--- src/rtl/predictor_pkg.sv ---
// Shared definitions for the hybrid branch predictor.
// Holds the sequencer state type, the default counter width and the
// saturating counter step used by every pattern and chooser table.
package predictor_pkg;

  typedef enum logic {
    INIT = 1'b0,
    RUN  = 1'b1
  } state_t;

  localparam int unsigned DEFAULT_CTR_BITS = 2;
  // Widest counter the shared update function handles.
  localparam int unsigned MAX_CTR_BITS     = 16;

  // One saturating step of a bits-wide counter: up increments, otherwise decrements.
  function automatic logic [MAX_CTR_BITS-1:0] sat_update(
    input logic [MAX_CTR_BITS-1:0] ctr,
    input logic                    up,
    input int unsigned             bits
  );
    logic [MAX_CTR_BITS-1:0] top;
    logic [MAX_CTR_BITS-1:0] res;
    top = MAX_CTR_BITS'((32'(1) << bits) - 32'(1));
    res = ctr;
    if (up) begin
      if (ctr != top) res = ctr + MAX_CTR_BITS'(1);
    end else begin
      if (ctr != '0) res = ctr - MAX_CTR_BITS'(1);
    end
    return res;
  endfunction

endpackage

--- src/rtl/sat_ctr_table.sv ---
// Table of saturating counters with one combinational read port, one
// read-modify-write update port and an init write port used by the sweep.
// Ports:
//   clock              system clock
//   rd_idx / rd_ctr_c  lookup index and current counter value (combinational)
//   upd_en/idx/up      counter update: step up (taken/local) or down
//   init_en/init_idx   write the weakly-taken init value; wins over update
module sat_ctr_table
  import predictor_pkg::*;
#(
  parameter int unsigned IDX_BITS = 8,
  parameter int unsigned CTR_BITS = DEFAULT_CTR_BITS
) (
  input  logic                clock,
  input  logic [IDX_BITS-1:0] rd_idx,
  output logic [CTR_BITS-1:0] rd_ctr_c,
  input  logic                upd_en,
  input  logic [IDX_BITS-1:0] upd_idx,
  input  logic                upd_up,
  input  logic                init_en,
  input  logic [IDX_BITS-1:0] init_idx
);

  localparam int unsigned DEPTH = 32'(1) << IDX_BITS;
  localparam logic [CTR_BITS-1:0] INIT_VAL = {1'b1, {(CTR_BITS-1){1'b0}}};

  logic [CTR_BITS-1:0] mem [DEPTH];

  // Reads see the pre-update value; writes land at the edge.
  assign rd_ctr_c = mem[rd_idx];

  // Storage is intentionally unreset: the init sweep clears it.
  always_ff @(posedge clock) begin
    if (init_en) begin
      mem[init_idx] <= INIT_VAL;
    end else if (upd_en) begin
      mem[upd_idx] <= CTR_BITS'(sat_update(MAX_CTR_BITS'(mem[upd_idx]), upd_up, CTR_BITS));
    end
  end

endmodule

--- src/rtl/hybrid_predictor.sv ---
// Tournament branch predictor: per-PC local history + local pattern table,
// gshare on a speculative global history, and a per-PC chooser.
// Ports:
//   clock, reset                 clock and synchronous active-high reset
//   pred_req, pred_PC            lookup request and branch PC
//   pred_taken/_local/_global    final, local and gshare predictions
//   pred_ghr                     global history used for this lookup
//   ready                        tables initialised, lookups/updates accepted
//   res_*                        resolved branch: PC, history snapshot,
//                                outcome, component predictions, mispredict
module hybrid_predictor
  import predictor_pkg::*;
#(
  parameter int unsigned XLEN         = 32,
  parameter int unsigned LHT_IDX_BITS = 8,
  parameter int unsigned LH_BITS      = 8,
  parameter int unsigned GHR_BITS     = 8,
  parameter int unsigned CH_IDX_BITS  = 8,
  parameter int unsigned CTR_BITS     = DEFAULT_CTR_BITS
) (
  input  logic                clock,
  input  logic                reset,
  input  logic                pred_req,
  input  logic [XLEN-1:0]     pred_PC,
  output logic                pred_taken,
  output logic                pred_local_taken,
  output logic                pred_global_taken,
  output logic [GHR_BITS-1:0] pred_ghr,
  output logic                ready,
  input  logic                res_valid,
  input  logic [XLEN-1:0]     res_PC,
  input  logic [GHR_BITS-1:0] res_ghr,
  input  logic                res_taken,
  input  logic                res_local_taken,
  input  logic                res_global_taken,
  input  logic                res_mispredict
);

  localparam int unsigned MAXB_A    = (LHT_IDX_BITS > LH_BITS) ? LHT_IDX_BITS : LH_BITS;
  localparam int unsigned MAXB_B    = (GHR_BITS > CH_IDX_BITS) ? GHR_BITS : CH_IDX_BITS;
  localparam int unsigned MAXB      = (MAXB_A > MAXB_B) ? MAXB_A : MAXB_B;
  localparam int unsigned LHT_DEPTH = 32'(1) << LHT_IDX_BITS;
  localparam logic [MAXB-1:0] IDX_LAST = '1;

  state_t              state, state_n;
  logic [MAXB-1:0]     idx, idx_n;
  logic [GHR_BITS-1:0] ghr, ghr_n;

  logic [LH_BITS-1:0]  lht [LHT_DEPTH];
  logic [LH_BITS-1:0]  pred_hist, res_hist;
  logic [LHT_IDX_BITS-1:0] pred_lidx, res_lidx;
  logic [CTR_BITS-1:0] lpht_ctr, gsh_ctr, ch_ctr;
  logic                local_raw, global_raw, final_raw;
  logic                init_en, upd_en;
  logic                unused_pc;

  assign unused_pc = ^{pred_PC, res_PC};

  assign ready   = (state == RUN);
  assign init_en = (state == INIT);
  // Resolutions arriving before the sweep finishes are dropped.
  assign upd_en  = res_valid & ready;

  assign pred_lidx = pred_PC[LHT_IDX_BITS+1:2];
  assign res_lidx  = res_PC[LHT_IDX_BITS+1:2];
  assign pred_hist = lht[pred_lidx];
  assign res_hist  = lht[res_lidx];

  sat_ctr_table #(.IDX_BITS(LH_BITS), .CTR_BITS(CTR_BITS)) u_lpht (
    .clock    (clock),
    .rd_idx   (pred_hist),
    .rd_ctr_c (lpht_ctr),
    .upd_en   (upd_en),
    .upd_idx  (res_hist),
    .upd_up   (res_taken),
    .init_en  (init_en),
    .init_idx (idx[LH_BITS-1:0])
  );

  sat_ctr_table #(.IDX_BITS(GHR_BITS), .CTR_BITS(CTR_BITS)) u_gshare (
    .clock    (clock),
    .rd_idx   (ghr ^ pred_PC[GHR_BITS+1:2]),
    .rd_ctr_c (gsh_ctr),
    .upd_en   (upd_en),
    .upd_idx  (res_ghr ^ res_PC[GHR_BITS+1:2]),
    .upd_up   (res_taken),
    .init_en  (init_en),
    .init_idx (idx[GHR_BITS-1:0])
  );

  // Chooser trains only when the components disagreed; up means "trust local".
  sat_ctr_table #(.IDX_BITS(CH_IDX_BITS), .CTR_BITS(CTR_BITS)) u_chooser (
    .clock    (clock),
    .rd_idx   (pred_PC[CH_IDX_BITS+1:2]),
    .rd_ctr_c (ch_ctr),
    .upd_en   (upd_en & (res_local_taken ^ res_global_taken)),
    .upd_idx  (res_PC[CH_IDX_BITS+1:2]),
    .upd_up   (res_local_taken == res_taken),
    .init_en  (init_en),
    .init_idx (idx[CH_IDX_BITS-1:0])
  );

  assign local_raw  = lpht_ctr[CTR_BITS-1];
  assign global_raw = gsh_ctr[CTR_BITS-1];
  assign final_raw  = ch_ctr[CTR_BITS-1] ? local_raw : global_raw;

  assign pred_local_taken  = ready & local_raw;
  assign pred_global_taken = ready & global_raw;
  assign pred_taken        = ready & final_raw;
  assign pred_ghr          = ready ? ghr : '0;

  // Local history table: cleared by the sweep, shifts in outcomes at the LSB.
  always_ff @(posedge clock) begin
    if (init_en) begin
      lht[idx[LHT_IDX_BITS-1:0]] <= '0;
    end else if (upd_en) begin
      lht[res_lidx] <= {res_hist[LH_BITS-2:0], res_taken};
    end
  end

  // Sequencer, sweep index and global history registers.
  always_ff @(posedge clock) begin
    if (reset) begin
      state <= INIT;
      idx   <= '0;
      ghr   <= '0;
    end else begin
      state <= state_n;
      idx   <= idx_n;
      ghr   <= ghr_n;
    end
  end

  // Next state: sweep every index once, then run; recovery beats speculation.
  always_comb begin
    state_n = state;
    idx_n   = idx;
    ghr_n   = ghr;
    case (state)
      INIT: begin
        idx_n = idx + MAXB'(1);
        ghr_n = '0;
        if (idx == IDX_LAST) state_n = RUN;
      end
      RUN: begin
        if (res_valid && res_mispredict) begin
          ghr_n = {res_ghr[GHR_BITS-2:0], res_taken};
        end else if (pred_req) begin
          ghr_n = {ghr[GHR_BITS-2:0], final_raw};
        end
      end
      default: state_n = INIT;
    endcase
  end

endmodule

--- config.mk ---
export PLATFORM = sky130hd
export DESIGN_NAME = hybrid_predictor
export DESIGN_NICKNAME = d
export VERILOG_FILES = /design/src/rtl/predictor_pkg.sv /design/src/rtl/sat_ctr_table.sv /design/src/rtl/hybrid_predictor.sv
export SDC_FILE = /design/constraint.sdc
export NUM_CORES = 2
export LEC_CHECK = 0
export CAP_MARGIN = 15
export CORE_MARGIN = 4
export CORE_UTILIZATION = 24
export CTS_BUF_LIST = sky130_fd_sc_hd__clkbuf_8 sky130_fd_sc_hd__clkbuf_16
export DETAILED_ROUTE_END_ITERATION = 8
export PLACE_DENSITY_LB_ADDON = 0.3
export SYNTH_ARGS = -nofsm -noshare
export SYNTH_HDL_FRONTEND = slang
export SYNTH_HIERARCHICAL = 1
export SYNTH_SLANG_ARGS = --single-unit
--- constraint.sdc ---
create_clock -name clock -period 21 [get_ports clock]
set_input_delay 2.1 -clock clock [delete_from_list [all_inputs] [get_ports clock]]
set_output_delay 2.1 -clock clock [all_outputs]
set_load 0.01 [all_outputs]
* Word level (Yosys, flattened, before mapping)
Memories as Yosys holds them, arrays and structs flattened. Index checks and enable logic that the tools add are counted.
Operators by class: add/subtract/negate cells 7, equality and inequality tests 6, multiplexer cells 41, bitwise operators 9, reduce and logical (&&, ||, !) cells 8
Operator list (number):
- $mux W8 | 8
- $mux W2 | 18
- $pmux W8 S2 | 1
- $xor A8 B8 Y8 | 2
- $mux W1 | 14
- $add A8 B1 Y8 const B | 1
- $eq A8 B8 Y1 const B | 1
- $reduce_or A8 Y1 | 1
- $add A2 B1 Y2 const B | 3
- $ne A2 B2 Y1 const B | 3
- $reduce_bool A2 Y1 | 3
- $reduce_or A2 Y1 | 3
- $sub A2 B1 Y2 const B | 3
- $and A1 B1 Y1 | 5
- $ne A3 B2 Y1 const B | 1
- $eq A1 B1 Y1 | 1
- $logic_and A1 B1 Y1 | 1
- $not A1 Y1 | 1
- $xor A1 B1 Y1 | 1
Word-level totals: register bits after elaboration 17, RAM bits 3584, input bits 80, output and inout bits 12, logic and storage cells 78, memories 4
Memories:
- lht | words 256, width 8, read ports 2, clocked after memory_dff 0, write ports 1, line hybrid_predictor.sv:49 | logic [LH_BITS-1:0] lht [LHT_DEPTH];
- u_chooser.mem | words 256, width 2, read ports 2, clocked after memory_dff 0, write ports 1, line sat_ctr_table.sv:27 | logic [CTR_BITS-1:0] mem [DEPTH];
- u_gshare.mem | words 256, width 2, read ports 2, clocked after memory_dff 0, write ports 1, line sat_ctr_table.sv:27
- u_lpht.mem | words 256, width 2, read ports 2, clocked after memory_dff 0, write ports 1, line sat_ctr_table.sv:27

* Depth between registers and ports, before layout
An unclocked memory read counts as a cell.
depth in word-level cells 8, mapped depth 25, gate-level depth less buffers 15

* Modules after synthesis
The synthesis kept the hierarchy.
By module, submodules not included:
- hybrid_predictor | instances 1, cells each 5094, area an instance 97481.0 sq um, sequential area each 61839.3 sq um
- sat_ctr_table | instances 3, cells each 1467, area an instance 25177.9 sq um, sequential area each 15374.7 sq um

* Least setup slack after synthesis
Ideal clock, no wire load.
kind input-to-reg, from input port res_PC[2], to memory u_lpht/mem[0][1] (netlist bit) (data pin), library setup time 2.187 ns, arrival 16.079 ns, slack 2.734 ns, stages 21, path buffers 9, cells stage by stage buf_4 -> buf_4 -> buf_4 -> buf_2 -> mux4_2 -> mux2i_1 -> o22ai_1 -> nor4_1 -> a21oi_1 -> and2_1 -> buf_4 -> buf_4 -> buf_4 -> buf_4 -> buf_4 -> a31o_2 -> o41ai_1 -> nor4_1 -> o31ai_1 -> a21oi_1 -> o21ai_0
Between the ends: cells in the longest elaborated chain, start to end 8
Ends and longest elaborated chain:
- from (decl) | line hybrid_predictor.sv:31 | input logic [XLEN-1:0] res_PC,
- $mem_v2 Z256 W8 (*)
- named net res_hist[0] | line hybrid_predictor.sv:50 | logic [LH_BITS-1:0] pred_hist, res_hist;
- $mem_v2 Z256 W2 (*)
- $sub A2 B1 Y2, or another cell as far along | line predictor_pkg.sv:28 | if (ctr != '0) res = ctr - MAX_CTR_BITS'(1);
- $mux W2, on equally long branches | line predictor_pkg.sv:28, predictor_pkg.sv:26
- $mux W2 (*) | line predictor_pkg.sv:25 | if (up) begin
- $mux W2 (*) | line sat_ctr_table.sv:36 | end else if (upd_en) begin
- $mux W2 (*) | line sat_ctr_table.sv:34 | if (init_en) begin
- $mux W2 (no source line) (*)
- to (decl) | line sat_ctr_table.sv:27
Mark *: on every way through the listed nets, which the timed path passes. The rest lies on a longest branch. The select of a mux whose other input is x is not followed.

* Worst setup path in the final report
from input port pred_PC[2], to output port pred_taken
Between the ends: cells in the longest elaborated chain, start to end 4
Ends and longest elaborated chain:
- from (decl) | line hybrid_predictor.sv:24 | input logic [XLEN-1:0] pred_PC,
- $mem_v2 Z256 W8
- named net pred_hist[0] | line hybrid_predictor.sv:50
- $mem_v2 Z256 W2
- named net lpht_ctr[1] | line hybrid_predictor.sv:52 | logic [CTR_BITS-1:0] lpht_ctr, gsh_ctr, ch_ctr;
- $mux W1 | line hybrid_predictor.sv:105 | assign final_raw = ch_ctr[CTR_BITS-1] ? local_raw : global_raw;
- $and A1 B1 Y1 | line hybrid_predictor.sv:109 | assign pred_taken = ready & final_raw;
- to (decl) | line hybrid_predictor.sv:25 | output logic pred_taken,
The timed path passes the listed nets, and every way through them passes these cells.

==> summary.txt <==
STA
  • Worst slew pin tran: 1.35 ns
  • WHS: 0.700 ns
  • Final worst slack: 8.24 ns
  • Clock skew: 0.123 ns
  • Shortest period the worst path allows: 12.76 ns
  • Final Hold Viols: 0
  • Fmax: 78.4 MHz
  • Final slew viol count: 0
  • RSZ-0062 raised after global routing: false
  • Fin crit share: 60.8%
  • Slew headroom: 10.2%
  • Setup-violating endpoint count in the final report: 0
  • Setup tns final: 0 ns

CTS
  • # resized after CTS: 0
  • Clk slew on worst S/H paths: 0.06 ns
  • H-tree depth: 5
  • CTS Hold Bufs: 0
  • Postcts setup bufs: 0
  • CTS sink count: 3,601
  • CTS root buf: clkbuf_16
  • CTS tree: done
  • CTS buffer count: 391
  • Worst-case clock buffer depth: 4
  • Insertion delay to the later sink of the worst-skew pair: 1.06 ns

Cells and area
  • Multi-input gate area: 55,800 µm²
  • Fillers: 69,500
  • Final Util: 27.6%
  • Share of layout cells above drive strength 1: 28.6%
  • Layout area overhead: 14.5%
  • Nets: 9,391
  • FF/Latch Area: 108,000 µm²
  • Fin cells: 18,900
  • Fin area: 192,000 µm²

Setup path
  • WP data required: 18.90 ns
  • Worst-path fanout max: 82
  • RR Endpoint: u_lpht/mem[70][0]$_DFFE_PP_
  • CP Class: in2out
  • Critical path arrival: 10.66 ns
  • R2r setup slk: 12.84 ns
  • Register-to-Register Path Depth: 19
  • Reg2Reg Launch Point: lht[208][1]$_DFFE_PP_
  • Critical Path End Type: output pin
  • CP Launch Type: input port

Route
  • Total wire length: 577,000 µm
  • DR pass1 iterations: 5
  • DR DRC count: 0
  • DR vias/cell: 5.11
  • Vias: 96,500
  • DR WL/cell: 30.6 µm
  • Detailed Route Iter0 Violations: 11,700
  • ANT nets after route: 0

Power and ir drop
  • Sw frac: 24.0%
  • Total power: 15.8 mW
  • Psw: 3.80 mW
  • VDD IR max: 0.0000675 V
  • Combinational group share of total power: 7.8%
  • PD cells: 82.7 nW/µm²
  • Clock Power Share: 42.9%
  • Total leakage power: 63.1 nW
  • Sequential share of power: 49.2%
  • Int Pwr: 12.0 mW

Placed design
  • Pre-CTS setup slack: 8.02 ns
  • Area after DPL: 179,000 µm²
  • GPL Wtd Cong: 0.848
  • HPWL Detailed: 364,000 µm
  • I/O Buffers: 43
  • Placed Cells: 18,200

Min path
  • Worst Hold End: ghr[5]$_SDFFE_PP0P_
  • Worst hold path type: reg2reg
  • Worst hold stages: 2
  • Worst hold start: ghr[5]$_SDFFE_PP0P_

Run status
  • Status: finished, final reports clean

Floorplanning
  • Die X: 843 µm
  • I/O pins: 92
  • Initial Utilization: 24.1%
  • Die area: 710,000 µm²
  • Std cell rows: 306
  • CORE AREA: 695,000 µm²
  • Die span in y: 843 µm

Global route
  • First-pass GRT wire length: 800,000 µm
  • GRT overflow: 0
  • Global Route Usage Sum: 15.6%
  • Initial antenna violation count: 30
  • Vias in the first global route: 97,500
  • Pin count of the biggest net entering global routing: 193

Synthesis
  • Syn nets: 9,321
  • Mapped Area: 167,000 µm²
  • Avg Cell Area, Syn: 18.1 µm²
  • Post-Synthesis Cells: 9,240
  • Yosys warns: 6

Run
  • Max Cap Viol: 0
-- power groups by stage --
stage          clock [mW]  combinational [mW]  sequential [mW]
2_1_floorplan           0               0.754             7.95
3_3_place_gp            0                1.24             7.95
3_5_place_dp            0                1.24             7.95
4_1_cts              6.93                1.24             7.79
5_1_grt              7.23                1.28             7.79
6_report             6.80                1.24             7.79
-- state kept, by name, summed over array words and instances (netlist names) --
signal and flops:
lht 2048, u_chooser/mem 512, u_gshare/mem 512, u_lpht/mem 512
ghr 8, idx 8, ready 1
-- critical path: stages --
cell and delay (ns):
buf_8 0.51, buf_4 0.77, buf_12 0.63, mux4_2 0.37, mux2i_1 0.13, o31ai_1 0.27, nor4_1 0.15, or4_1 0.69
a211oi_4 0.24, buf_4 0.56, buf_4 0.80, mux4_2 0.62, mux4_2 0.53, mux4_2 0.55, mux4_2 0.61, mux2i_1 0.25
nor2_1 0.06, clkdlybuf4s50_1 0.50
-- per-layer routing --
layer	share of wire [%]	GRT usage, %	routed length (µm)	vias up
met5	0.017	0	96	-
li1	-	-	-	38700
met4	3.5	4.90	20200	16
met3	8.4	3.18	48400	883
met1	42	21.8	244000	52600
met2	46	24.6	265000	4256
-- placed cells by master (no fill, tap or decap), types with 60 or more instances in the layout --
cell type / instances
a21oi_1: 121
nand3_1: 107
nand2_1: 410
clkinv_2: 77
o221ai_1: 72
a22oi_1: 152
nor2b_1: 60
a211oi_1: 62
buf_4: 374
nor2_1: 1093
mux4_2: 1636
edfxtp_1: 3584
mux2i_1: 350
clkinv_1: 89
clkbuf_16: 393
o21ai_0: 63
inv_1: 92
-- area by class of cell --
type                    count  share of cell area, %
flip-flops and latches   3601                   56.4
multi-input cells        4851                   29.2
well taps                9240                   6.03
clock buffers             393                   5.13
repair buffers            440                   1.93
clock inverters           317                   1.33
inverters                  25                 0.0516
diodes                     13                 0.0170
-- worst max-delay path by stage --
stage	start	end	slack (ns)	cells past startpoint
2_1_floorplan	res_PC[2]	u_lpht/mem[0][1]$_DFFE_PP_	2.73	21
3_3_place_gp	pred_PC[2]	pred_taken	7.99	18
3_5_place_dp	pred_PC[2]	pred_taken	8.02	18
4_1_cts	pred_PC[2]	pred_taken	8.01	18
5_1_grt	pred_PC[2]	pred_taken	7.70	18
6_report	pred_PC[2]	pred_taken	8.24	18
(Power assumes the default switching activity.)
